<file path="src/rtl/fpga_robots_game_ps2_rx.sv">
// PS/2 keyboard receive front end: synchronises the PS/2 pins, deserialises 11-bit
// device-to-host frames and emits validated bytes. Optional clock filter: PS2_RX_FILTER_EN.
module fpga_robots_game_ps2_rx #(
    parameter int unsigned TIMEOUT_CYCLES = 100000,
    parameter int unsigned FILT_LEN       = 8
) (
    input  logic       clk,
    input  logic       rst,
    input  logic       ps2_clk_in,
    input  logic       ps2_dat_in,
    output logic [7:0] ps2_rx_dat,
    output logic       ps2_rx_stb,
    output logic       ps2_rx_err,
    output logic       ps2_busy
);

    localparam logic [16:0] TO_LAST = 17'(TIMEOUT_CYCLES - 1);

    typedef enum logic [1:0] {
        S_IDLE,
        S_DATA,
        S_PARITY,
        S_STOP
    } state_t;

    if (FILT_LEN < 2) begin : g_filt_len_check
        $error("FILT_LEN must be at least 2");
    end

    logic        r_clk_s0, r_clk_s1;
    logic        r_dat_s0, r_dat_s1;
    logic        r_clk_prev;
    logic        r_fall;
    logic        r_dat_smp;
    logic        w_clk_lvl;

    state_t      r_state, w_state_nxt;
    logic [7:0]  r_shreg, w_shreg_nxt;
    logic [3:0]  r_bitcnt, w_bitcnt_nxt;
    logic        r_par, w_par_nxt;
    logic [16:0] r_to, w_to_nxt;
    logic [7:0]  r_rx_dat, w_rx_dat_nxt;
    logic        r_stb, w_stb_nxt;
    logic        r_err, w_err_nxt;

    always_ff @(posedge clk) begin
        if (!rst) begin
            r_clk_s0 <= 1'b1;
            r_clk_s1 <= 1'b1;
            r_dat_s0 <= 1'b1;
            r_dat_s1 <= 1'b1;
        end else begin
            r_clk_s0 <= ps2_clk_in;
            r_clk_s1 <= r_clk_s0;
            r_dat_s0 <= ps2_dat_in;
            r_dat_s1 <= r_dat_s0;
        end
    end

`ifdef PS2_RX_FILTER_EN
    // Filtered level only moves once the whole window agrees, so short pulses are dropped.
    logic [FILT_LEN-1:0] r_filt;
    logic                r_clk_filt;

    always_ff @(posedge clk) begin
        if (!rst) begin
            r_filt     <= '1;
            r_clk_filt <= 1'b1;
        end else begin
            r_filt <= {r_filt[FILT_LEN-2:0], r_clk_s1};
            if (&r_filt) begin
                r_clk_filt <= 1'b1;
            end else if (~|r_filt) begin
                r_clk_filt <= 1'b0;
            end
        end
    end

    assign w_clk_lvl = r_clk_filt;
`else
    assign w_clk_lvl = r_clk_s1;
`endif

    // Edge strobe and its data sample are registered together so the FSM sees a matched pair.
    always_ff @(posedge clk) begin
        if (!rst) begin
            r_clk_prev <= 1'b1;
            r_fall     <= 1'b0;
            r_dat_smp  <= 1'b1;
        end else begin
            r_clk_prev <= w_clk_lvl;
            r_fall     <= r_clk_prev & ~w_clk_lvl;
            r_dat_smp  <= r_dat_s1;
        end
    end

    always_ff @(posedge clk) begin
        if (!rst) begin
            r_state  <= S_IDLE;
            r_shreg  <= '0;
            r_bitcnt <= '0;
            r_par    <= 1'b0;
            r_to     <= '0;
            r_rx_dat <= '0;
            r_stb    <= 1'b0;
            r_err    <= 1'b0;
        end else begin
            r_state  <= w_state_nxt;
            r_shreg  <= w_shreg_nxt;
            r_bitcnt <= w_bitcnt_nxt;
            r_par    <= w_par_nxt;
            r_to     <= w_to_nxt;
            r_rx_dat <= w_rx_dat_nxt;
            r_stb    <= w_stb_nxt;
            r_err    <= w_err_nxt;
        end
    end

    always_comb begin
        w_state_nxt  = r_state;
        w_shreg_nxt  = r_shreg;
        w_bitcnt_nxt = r_bitcnt;
        w_par_nxt    = r_par;
        w_to_nxt     = '0;
        w_rx_dat_nxt = r_rx_dat;
        w_stb_nxt    = 1'b0;
        w_err_nxt    = 1'b0;

        if (r_state != S_IDLE) begin
            w_to_nxt = r_to + 17'd1;
        end

        // An edge outranks the timeout terminal count in the same cycle.
        if (r_fall) begin
            w_to_nxt = '0;
            unique case (r_state)
                S_IDLE: begin
                    if (!r_dat_smp) begin
                        w_state_nxt  = S_DATA;
                        w_bitcnt_nxt = '0;
                    end else begin
                        w_err_nxt = 1'b1;
                    end
                end
                S_DATA: begin
                    w_shreg_nxt  = {r_dat_smp, r_shreg[7:1]};
                    w_bitcnt_nxt = r_bitcnt + 4'd1;
                    if (r_bitcnt == 4'd7) begin
                        w_state_nxt = S_PARITY;
                    end
                end
                S_PARITY: begin
                    w_par_nxt   = r_dat_smp;
                    w_state_nxt = S_STOP;
                end
                S_STOP: begin
                    if (((^r_shreg) ^ r_par) && r_dat_smp) begin
                        w_rx_dat_nxt = r_shreg;
                        w_stb_nxt    = 1'b1;
                    end else begin
                        w_err_nxt = 1'b1;
                    end
                    w_state_nxt = S_IDLE;
                end
                default: w_state_nxt = S_IDLE;
            endcase
        end else if (r_state != S_IDLE && r_to == TO_LAST) begin
            w_state_nxt = S_IDLE;
            w_err_nxt   = 1'b1;
            w_to_nxt    = '0;
        end
    end

    assign ps2_rx_dat = r_rx_dat;
    assign ps2_rx_stb = r_stb;
    assign ps2_rx_err = r_err;
    assign ps2_busy   = (r_state != S_IDLE);

endmodule

</file>
<file path="config.mk">
export PLATFORM = sky130hd
export DESIGN_NAME = fpga_robots_game_ps2_rx
export DESIGN_NICKNAME = d
export VERILOG_FILES = /design/src/rtl/fpga_robots_game_ps2_rx.sv
export SDC_FILE = /design/constraint.sdc
export NUM_CORES = 1
export LEC_CHECK = 0
export ABC_AREA = 1
export BUFFER_PORTS_ARGS = -buffer_cell sky130_fd_sc_hd__buf_2
export CAP_MARGIN = 5
export CORE_UTILIZATION = 42
export DETAILED_ROUTE_END_ITERATION = 7
export PLACE_DENSITY = 0.59
export SYNTH_ARGS = -nofsm -noshare
export SYNTH_HDL_FRONTEND = slang
export SYNTH_SLANG_ARGS = --single-unit
</file>
<file path="constraint.sdc">
create_clock -name clk -period 3.5 [get_ports clk]
set_input_delay 0.35 -clock clk [delete_from_list [all_inputs] [get_ports clk]]
set_output_delay 0.35 -clock clk [all_outputs]
set_load 0.05 [all_outputs]
</file>
==> impl_results.md, run 1 <==
- Final setup fails: 0
- Clock skew: 0.01136 ns
- Leading area contributor after synthesis: dfxtp_1
- Final worst path period need: 1.812 ns
- CP Class: flop to primary output
- Synth warn: 0
- Max-slew headroom: 0.6609
- Dominant cells by area after synthesis: dfxtp_1, nand2_1, nor2_1, inv_1, a21oi_1
- CTS root buf: clkbuf_8
- P_sw: 0.0002010 W
- Most frequent cells in the layout: nand2_1, dfxtp_1, nor2_1, inv_1, a21oi_1
- Combinational share of power: 0.017
- Hpwl dp: 3101 microns
- Skew-Pair Late Insertion Delay: 0.31 ns
- Yosys cell types: 34
- Clock share of power: 0.406
- Flop pwr share: 0.577
- Clock Path Buffers: 2
- CP arrival: 1.46 ns
- Cts repair resizes: 0
- Largest net degree at the start of global routing: 21
- Syn nets: 326
- Fin nets: 338
- Vias in the first global route: 1,762
- Standard-cell rows: 26
- Starting DRT DRC Count: 112
- CP max stage delay: 0.39 ns
- Reg2Reg Launch Point: r_state[0]
- Final hold violation count: 0
- CTS tree: built
- Cells after synthesis: 315
- Drt pass-1 iters: 4
- Pint: 0.0007738 W
- Power Dens Cells: 378.2 nW/um^2
- Synthesis-stage register bit count: 49
- Initial antenna violation count: 0
- Fraction of layout cells with a size suffix above 1: 0.1774
- H-tree levels: 2
- Worst Tran Pin Value: 0.5080 ns
- Setup Buffers After CTS: 0
- Status: finished, final reports clean
- Crit path launch type: flop
- R2r endpoint: r_bitcnt[3]
- Worst hold margin: 0.2273 ns
- Sequential-to-total area share from yosys stat: 0.4161
- Worst Hold Class: primary input to flop
- Initial Util: 0.4473
- Post-synth top area share: 0.4161
- Die Ht: 76.92 microns
- Sink Count: 49
- Core Area: 5270 sq um
- Total gr overflow: 0
- Drc violations: 0
- Syn_area_per_cell: 7.483 sq um
- Reg2Reg Setup Slack: 1.81 ns
- R2R depth: 9
- Antenna viol nets, final: 0
- Fill count: 551
- Vias per cell: 4.831
- CP delay by family, top: buffers and inverters
- Drt wl/cell: 10.68 microns
- Leak Pwr: 1.069 nW
- CTS clk-pin slew, worst paths: 0.08 ns
- Buf/Inv on CP: 3
- Sw Ratio: 0.2062
- HP Start: ps2_clk_in
- P&R area growth vs syn: 9.342%
- Final setup TNS: 0 ns
- First-pass GRT wire length: 7817 microns
- Die Wd: 76.92 microns
- Diodes inserted: 0
- Port Buf Inserts: 14
- Area taken by multi-input logic gates: 1181 sq um
- Hold EP: r_clk_s0
- Routed vias: 1,918
- Synthesized cell area: 2357 sq um
- Commonest non-fill, non-tap cell in the layout: nand2_1
- Max-slew violations: 0
- GPL Wtd Cong: 0.7517
- Unrepaired setup endpoints after global routing: false
- Slowest cell on the critical path: dfxtp_1
- Fmax: 551.8 MHz
- Routed wire length: 4240 microns
- CP Capture Type: primary output
- Die area: 5916 sq um
- Cells on Worst Hold Path: 2
- CP Max Fanout: 4
- Tcrit/Tclk final: 0.5178
- Crit-path cells: inv_1 -> ha_1 -> inv_1 -> buf_2
- Top Ports: 15
- CTS Buf Count: 5
- Req. time, crit path: 3.15 ns
- Register Area: 980.9 sq um
- Crit path top cell by count: inv_1
- Maximum vdd drop: 0.1963 mV
- # Max-Cap Violations: 0
- Total GRT Usage: 0.1643
- Cts hold-fix bufs: 0
## cell type report
cell class,count,area share
clock buffer,5,0.02670
clock inverter,2,0.01359
inverter,41,0.05971
multi-input combinational,216,0.4583
sequential,49,0.3806
tap,70,0.03398
timing repair buffer,14,0.02718
## kinds of logic after synthesis
family	Yosys count	synth area share
AND/OR/NAND/NOR	163	0.3503
flip-flops	49	0.4161
buffers and inverters	50	0.08280
AO/OA/AOI/OAI	38	0.08387
XOR/XNOR	8	0.02973
adder cells (fa/ha/maj)	7	0.03715
## power groups by stage
stage	Clock, W	Sequential [W]	Combinational, W
after global routing	0.000432	0.000563	0.0000188
after floorplan	0	0.000575	0.0000135
final	0.000396	0.000562	0.0000165
after detailed placement	0	0.000576	0.0000167
after global placement	0	0.000576	0.0000168
after CTS	0.000409	0.000563	0.0000168
## layer usage
| metal | routed length, microns | vias up | global-route usage |
|---|---|---|---|
| met4 | 61 | 0 | 0.05769 |
| met5 | 0 | - | 0 |
| met1 | 2165 | 857 | 0.2066 |
| met3 | 110 | 6 | 0.03929 |
| li1 | - | 1031 | - |
| met2 | 1903 | 24 | 0.2723 |
## flip-flops by register name, indices dropped and copies added (netlist names)
register / cells
ps2_rx_stb: 1
ps2_rx_err: 1
r_dat_smp: 1
r_clk_prev: 1
r_state: 2
r_clk_s0: 1
r_par: 1
r_dat_s1: 1
r_shreg: 8
r_fall: 1
ps2_rx_dat: 8
r_dat_s0: 1
r_to: 17
r_clk_s1: 1
r_bitcnt: 4
## Yosys cell counts, drive strengths merged
cell    number
a211oi       1
a21oi       18
a31oi        2
buf          4
clkbuf       5
dfxtp       49
ha           7
inv         41
nand2       63
nand3       11
nand4       14
nor2        52
nor3         8
nor3b        2
nor4         4
o211ai       1
o21ai       16
or2          9
xnor2        3
xor2         5
## stage by stage
step,utilization,area (sq um),power (W),std cells,setup WS (ns)
2_1_floorplan,-,2357,0.0005882,315,1.884
3_3_place_gp,0.4694,2474,0.0005925,390,1.920
3_5_place_dp,0.4694,2474,0.0005924,390,1.844
4_1_cts,0.4891,2577,0.0009886,397,1.676
5_1_grt,0.4891,2577,0.001014,397,1.609
6_report,0.4891,2577,0.0009748,397,1.688
## worst max-delay path by stage
stage,depth (start not counted),slack (ns),to,start
floorplan,6,1.88,r_to[9],r_state[0]
global placement,9,1.92,r_bitcnt[3],r_state[0]
detailed placement,9,1.84,r_bitcnt[3],r_state[0]
CTS,4,1.68,ps2_busy,r_state[0]
global route,4,1.61,ps2_busy,r_state[0]
finish,4,1.69,ps2_busy,r_state[0]
## worst register-to-register path: stages, from the launching register on
cell and delay, ns:
dfxtp_1 0.39, inv_1 0.10, ha_1 0.26, nand2_1 0.08, nand2_1 0.05, inv_1 0.12
o21ai_1 0.14, nor2_1 0.19, a31oi_1 0.10, nor3b_1 0.17
No activity file was read; power rests on OpenSTA's default activity.
==> inputs of run 2 (changes only) <==
Settings changed: ABC_AREA 1 to 0, PLACE_DENSITY 0.59 to 0.61.
Clock period 3.5 ns to 1.5 ns, I/O delays scaled along.
==> run 2 against run 1 <==
Against the previous run:
- worst setup slack got worse by 1.9 ns
- the flow now finishes with violations (setup timing)
- final area increased by 15%
- core utilization increased by 12 points
- critical path type is now flop to flop
- synthesized cell count decreased by 25%
- via count decreased by 12%
- register-to-register slack got worse by 2.0 ns
- largest power group unchanged
- worst hold slack got worse by 0.20 ns
- clock skew decreased by 0.0029 ns
- largest cell class unchanged
==> impl_results.md, run 2 <==
- Routed wire length: 4334 microns
- P_sw: 0.0004453 W
- Sequential-to-total area share from yosys stat: 0.4604
- Synth warn: 0
- Drc violations: 0
- Max-slew headroom: 0.7596
- Yosys cell types: 36
- CP arrival: 1.97 ns
- Post-route setup slack: -0.2340 ns
- Flop pwr share: 0.598
- # Max-Cap Violations: 0
- P&R area growth vs syn: 38.52%
- Most common cell in the synthesized netlist: dfxtp_1
- HP Start: ps2_clk_in
- Unrepaired setup endpoints after global routing: true
- Largest net degree at the start of global routing: 24
- Initial antenna violation count: 0
- CTS root buf: clkbuf_8
- Buf/Inv on CP: 1
- Skew-Pair Late Insertion Delay: 0.30 ns
- CP max stage delay: 0.42 ns
- Routed vias: 1,693
- CTS Buf Count: 5
- Tcrit/Tclk final: 1.156
- Final core utilization: 0.6127
- Drt pass-1 iters: 4
- CTS tree: built
- Crit path launch type: flop
- Main synth FF type: dfxtp_1
- CP delay by family, top: XOR/XNOR gates
- CP Launch Point: r_shreg[2]
- Post-synthesis async set-or-reset flop share: 0
- CP Class: flop to flop
- Slowest cell on the critical path: xnor3_1
- Total GRT Usage: 0.1627
- Fill count: 432
- Fin nets: 300
- Starting DRT DRC Count: 95
- Syn_area_per_cell: 8.991 sq um
- Worst Hold Class: primary input to flop
- Post-synth EDFFs: 0
- CP Max Fanout: 4
- Multiplexer share of the synthesized area: 0.04228
- Combinational share of power: 0.021
- Sw Ratio: 0.2034
- Most frequent cells in the layout: dfxtp_1, nand2_1, buf_4, nand3_1, buf_2
- Antenna viol nets, final: 0
- Dominant cells by area after synthesis: dfxtp_1, nand2_1, xnor2_1, mux2i_1, ha_1
- Top Ports: 15
- Core Area: 4817 sq um
- Clock share of power: 0.381
- Syn nets: 248
- Hpwl dp: 2734 microns
- Drt wl/cell: 12.14 microns
- Req. time, crit path: 1.74 ns
- Crit-path cells: xnor2_2 -> xnor3_1 -> xnor2_1 -> and4_4 -> clkbuf_16 -> mux2i_1
- XOR/XNOR Fraction of Synth Area: 0.09689
- Fmax: 576.7 MHz
- Total gr overflow: 0
- Leading area contributor after synthesis: dfxtp_1
- Cells after synthesis: 237
- Pwr Total: 0.002189 W
- Synth top cells by count: dfxtp_1, nand2_1, nor2_1, nand3_1, xnor2_1
- GPL Wtd Cong: 0.7264
- Die area: 5362 sq um
- H-tree levels: 2
- Synthesis-stage register bit count: 49
- Max FFs per register: 17
- First-pass GRT wire length: 6617 microns
- Post-synth top area share: 0.4604
- Max-slew violations: 0
- Synth Area in Adders: 0.04110
- Commonest non-fill, non-tap cell in the layout: dfxtp_1
- Reg2Reg Launch Point: r_shreg[2]
- Die Wd: 73.23 microns
- Pint: 0.001744 W
- Vias per cell: 4.742
- Leak Pwr: 1.117 nW
- Simple-gate share of the synthesized area: 0.2472
- Largest family of logic cells by synthesized area: simple AND/OR/NAND/NOR gates
- Port Buf Inserts: 14
- Final worst path period need: 1.734 ns
- Biggest register: r_to
- Synth Area in Compound Gates: 0.07634
- Clock Path Buffers: 2
- Sink Count: 49
- Die Ht: 73.23 microns
- Standard-cell rows: 25
- Diodes inserted: 0
- Power Dens Cells: 741.6 nW/um^2
- Violated checks: setup timing
- R2R depth: 6
- Worst Tran Pin Value: 0.3606 ns
- Cells on Worst Hold Path: 2
- Maximum vdd drop: 0.4559 mV
- Initial Util: 0.4423
- Crit path depth: 6
- CP Capture Type: flop
- Clock skew: 0.008451 ns
- Cts hold-fix bufs: 0
- CTS clk-pin slew, worst paths: 0.08 ns
- Status: finished, violations left
- Final hold violation count: 0
- Final setup fails: 26
- Vias in the first global route: 1,479
- Fraction of layout cells with a size suffix above 1: 0.3483
- Synthesized cell area: 2131 sq um
## run 2: layout make-up
cell class / instances / area, sq um / area share
clock buffer: 7 / 96.34 / 0.03264
multi-input combinational: 170 / 1266 / 0.4290
clock inverter: 1 / 5.005 / 0.001696
timing repair buffer: 54 / 467.9 / 0.1585
tap: 67 / 83.83 / 0.02840
sequential: 49 / 988.4 / 0.3349
inverter: 9 / 43.79 / 0.01484
## run 2: kinds of logic (layout without fill, tap and decap cells)
group	after synthesis	after routing
AO/OA/AOI/OAI	23	23
XOR/XNOR	22	22
adder cells (fa/ha/maj)	7	7
buffers and inverters	18	71
flip-flops	49	49
multiplexers	9	9
AND/OR/NAND/NOR	109	109
## run 2: timing repair
item	4_1_cts	5_1_grt
endpoints found under the setup margin	16	31
pin swaps	3	16
setup buffers	0	6
cloned	0	3
resized for setup	5	41
## run 2: routing by layer
metal  GRT usage  vias to the layer above  routed length (microns)
met4     0.07843                        0                       77
met3     0.04282                        8                      126
met2      0.2459                       17                     1964
met1      0.2150                      770                     2166
met5           0                        -                        0
li1            -                      898                        -
## run 2: per-stage QoR
stage | setup TNS (ns) | worst slack [ns] | cells | cell area, sq um | hold WS, ns
floorplan | -0.9880 | -0.09319 | 237 | 2178 | 0.2515
global placement | -1.744 | -0.1647 | 340 | 2550 | 0.3302
detailed placement | -2.321 | -0.2348 | 340 | 2550 | 0.3333
CTS | -2.013 | -0.2346 | 348 | 2674 | 0.007402
global route | -5.270 | -0.2849 | 357 | 2952 | 0.02504
finish | -3.133 | -0.2340 | 357 | 2952 | 0.02671
## run 2: path summary, 6_finish.rpt
kind | slack (ns) | end
setup reg to reg | -0.23 | ps2_rx_dat[3]
hold / removal | 0.03 | r_clk_s0
setup / recovery | -0.23 | ps2_rx_dat[3]
hold reg to reg | 0.41 | r_clk_s1
## run 2: power by group through the flow
stage	Clock, W	Sequential (W)	Combinational, W
final	0.000834	0.00131	0.0000459
after global routing	0.000925	0.00131	0.0000505
after CTS	0.000882	0.00131	0.0000465
after detailed placement	0	0.00134	0.0000458
after global placement	0	0.00134	0.0000455
after floorplan	0	0.00134	0.0000262
==> inputs of run 3 (changes only) <==
Settings changed: MAX_ROUTING_LAYER set to met4.
==> run 3 against run 2 <==
Against the previous run:
- the flow still finishes with violations (setup timing)
- register-to-register slack barely moved
- non-clock buffer count did not move
- power barely moved
- core utilization did not move
- sequential share of layout area did not move
- count of clock-buffer cells in the layout did not move
- final area did not move
- first-iteration DRC count rose by 1.1%
- worst hold slack barely moved
- maximum frequency barely moved
- clock skew barely moved
- worst setup slack barely moved
- critical endpoint unchanged
==> impl_results.md, run 3 (synthesis gave the netlist of run 2 again) <==
- Largest net degree at the start of global routing: 24
- Starting DRT DRC Count: 96
- Reg2Reg Launch Point: r_shreg[2]
- Post-place setup slack: -0.2348 ns
- # Max-Cap Violations: 0
- CP Capture Type: flop
- Clock skew: 0.008451 ns
- Final non-filler cell total: 357
- H-tree levels: 2
- Diodes inserted: 0
- Fin nets: 300
- Status: finished, violations left
- Unrepaired setup endpoints after global routing: true
- R2R depth: 6
- Cts hold-fix bufs: 0
- Final setup fails: 26
- Sink Count: 49
- Reg2Reg Setup Slack: -0.23 ns
- Post-route setup slack: -0.2340 ns
- Vias per cell: 4.742
- Skew-Pair Late Insertion Delay: 0.30 ns
- Die Wd: 73.23 microns
- Worst Tran Pin Value: 0.3606 ns
- Cells on Worst Hold Path: 2
- Die Ht: 73.23 microns
- Routed vias: 1,693
- Power Dens Cells: 741.5 nW/um^2
- Max-slew headroom: 0.7596
- Worst hold margin: 0.02690 ns
- Violated checks: setup timing
- Antenna viol nets, final: 0
- CP arrival: 1.97 ns
- Req. time, crit path: 1.74 ns
- Hold EP: r_clk_s0
- CP Max Fanout: 4
- Fill count: 432
- Max FFs per register: 17
- Fraction of layout cells with a size suffix above 1: 0.3483
- Initial antenna violation count: 0
- Pwr Total: 0.002189 W
- Routed wire length: 4336 microns
- Worst Hold Class: primary input to flop
- Top Ports: 15
- Drc violations: 0
- CTS Buf Count: 5
- Initial Util: 0.4423
- Vias in the first global route: 1,479
- R2r endpoint: ps2_rx_dat[3]
- Core Area: 4817 sq um
- Maximum vdd drop: 0.4559 mV
- Biggest register: r_to
- Crit path launch type: flop
- Leak Pwr: 1.117 nW
- Clock Path Buffers: 2
- CTS tree: built
- First-pass GRT wire length: 6617 microns
- CTS clk-pin slew, worst paths: 0.08 ns
- Final core utilization: 0.6127
- Total GRT Usage: 0.1676
- Port Buf Inserts: 14
- GPL Wtd Cong: 0.7350
- Placed Cells: 340
- Most frequent cells in the layout: dfxtp_1, nand2_1, buf_4, nand3_1, buf_2
- Hpwl dp: 2734 microns
- Standard-cell rows: 25
- Fmax: 576.7 MHz
- Die area: 5362 sq um
- Drt pass-1 iters: 4
- Final worst path period need: 1.734 ns
- Drt wl/cell: 12.15 microns
- CTS root buf: clkbuf_8
- Commonest non-fill, non-tap cell in the layout: dfxtp_1
- Total gr overflow: 0
- HP Start: ps2_clk_in
- P&R area growth vs syn: 38.52%
- Max-slew violations: 0
- CP Class: flop to flop
- Tcrit/Tclk final: 1.156
- Final hold violation count: 0
==> run 3: metal layers <==
metal,wire length [microns],vias to the layer above,GRT usage
li1,-,898,-
met1,2166,770,0.2150
met2,1963,17,0.2459
met3,128,8,0.04282
met4,77,0,0.07843
met5,0,-,-
==> run 3: layout make-up <==
cell class / count / area [sq um] / area share
clock inverters: 1 / 5.005 / 0.001696
well taps: 67 / 83.83 / 0.02840
repair buffers: 54 / 467.9 / 0.1585
clock buffers: 7 / 96.34 / 0.03264
multi-input cells: 170 / 1266 / 0.4290
inverters: 9 / 43.79 / 0.01484
flip-flops and latches: 49 / 988.4 / 0.3349
==> run 3: worst max-delay path, stage by stage (launching register included) <==
cell and delay (ns):
dfxtp_2 0.34, xnor2_2 0.14, xnor3_1 0.42, xnor2_1 0.17, and4_4 0.27, clkbuf_16 0.15, mux2i_1 0.16
==> run 3: power breakdown <==
| part | switching [W] | total, W | internal [W] |
|---|---|---|---|
| registers | 0.00000230 | 0.00131 | 0.00131 |
| clock network | 0.000417 | 0.000834 | 0.000417 |
| logic | 0.0000258 | 0.0000459 | 0.0000201 |
| total | 0.000445 | 0.00219 | 0.00174 |
==> run 3: stage by stage <==
stage | setup TNS (ns) | area [sq um]
after floorplan | -0.9880 | 2178
after global placement | -1.744 | 2550
after detailed placement | -2.321 | 2550
after CTS | -2.013 | 2674
after global routing | -5.270 | 2952
final | -3.133 | 2952
==> run 3: worst max-delay path by stage <==
stage                           from       endpoint  slack (ns)  cells after the start
after floorplan           r_shreg[2]  ps2_rx_dat[0]       -0.09                      6
after global placement    r_shreg[2]  ps2_rx_dat[0]       -0.16                      6
after detailed placement  r_shreg[2]  ps2_rx_dat[0]       -0.23                      6
after CTS                 r_shreg[2]  ps2_rx_dat[6]       -0.23                      6
after global routing      r_shreg[2]  ps2_rx_dat[2]       -0.28                      6
final                     r_shreg[2]  ps2_rx_dat[3]       -0.23                      6
==> run 3: repair_timing <==
action,4_1_cts,5_1_grt
pin swaps,3,16
resized for setup,5,41
buffers inserted,0,6
cloned,0,3
setup endpoints to repair,16,31
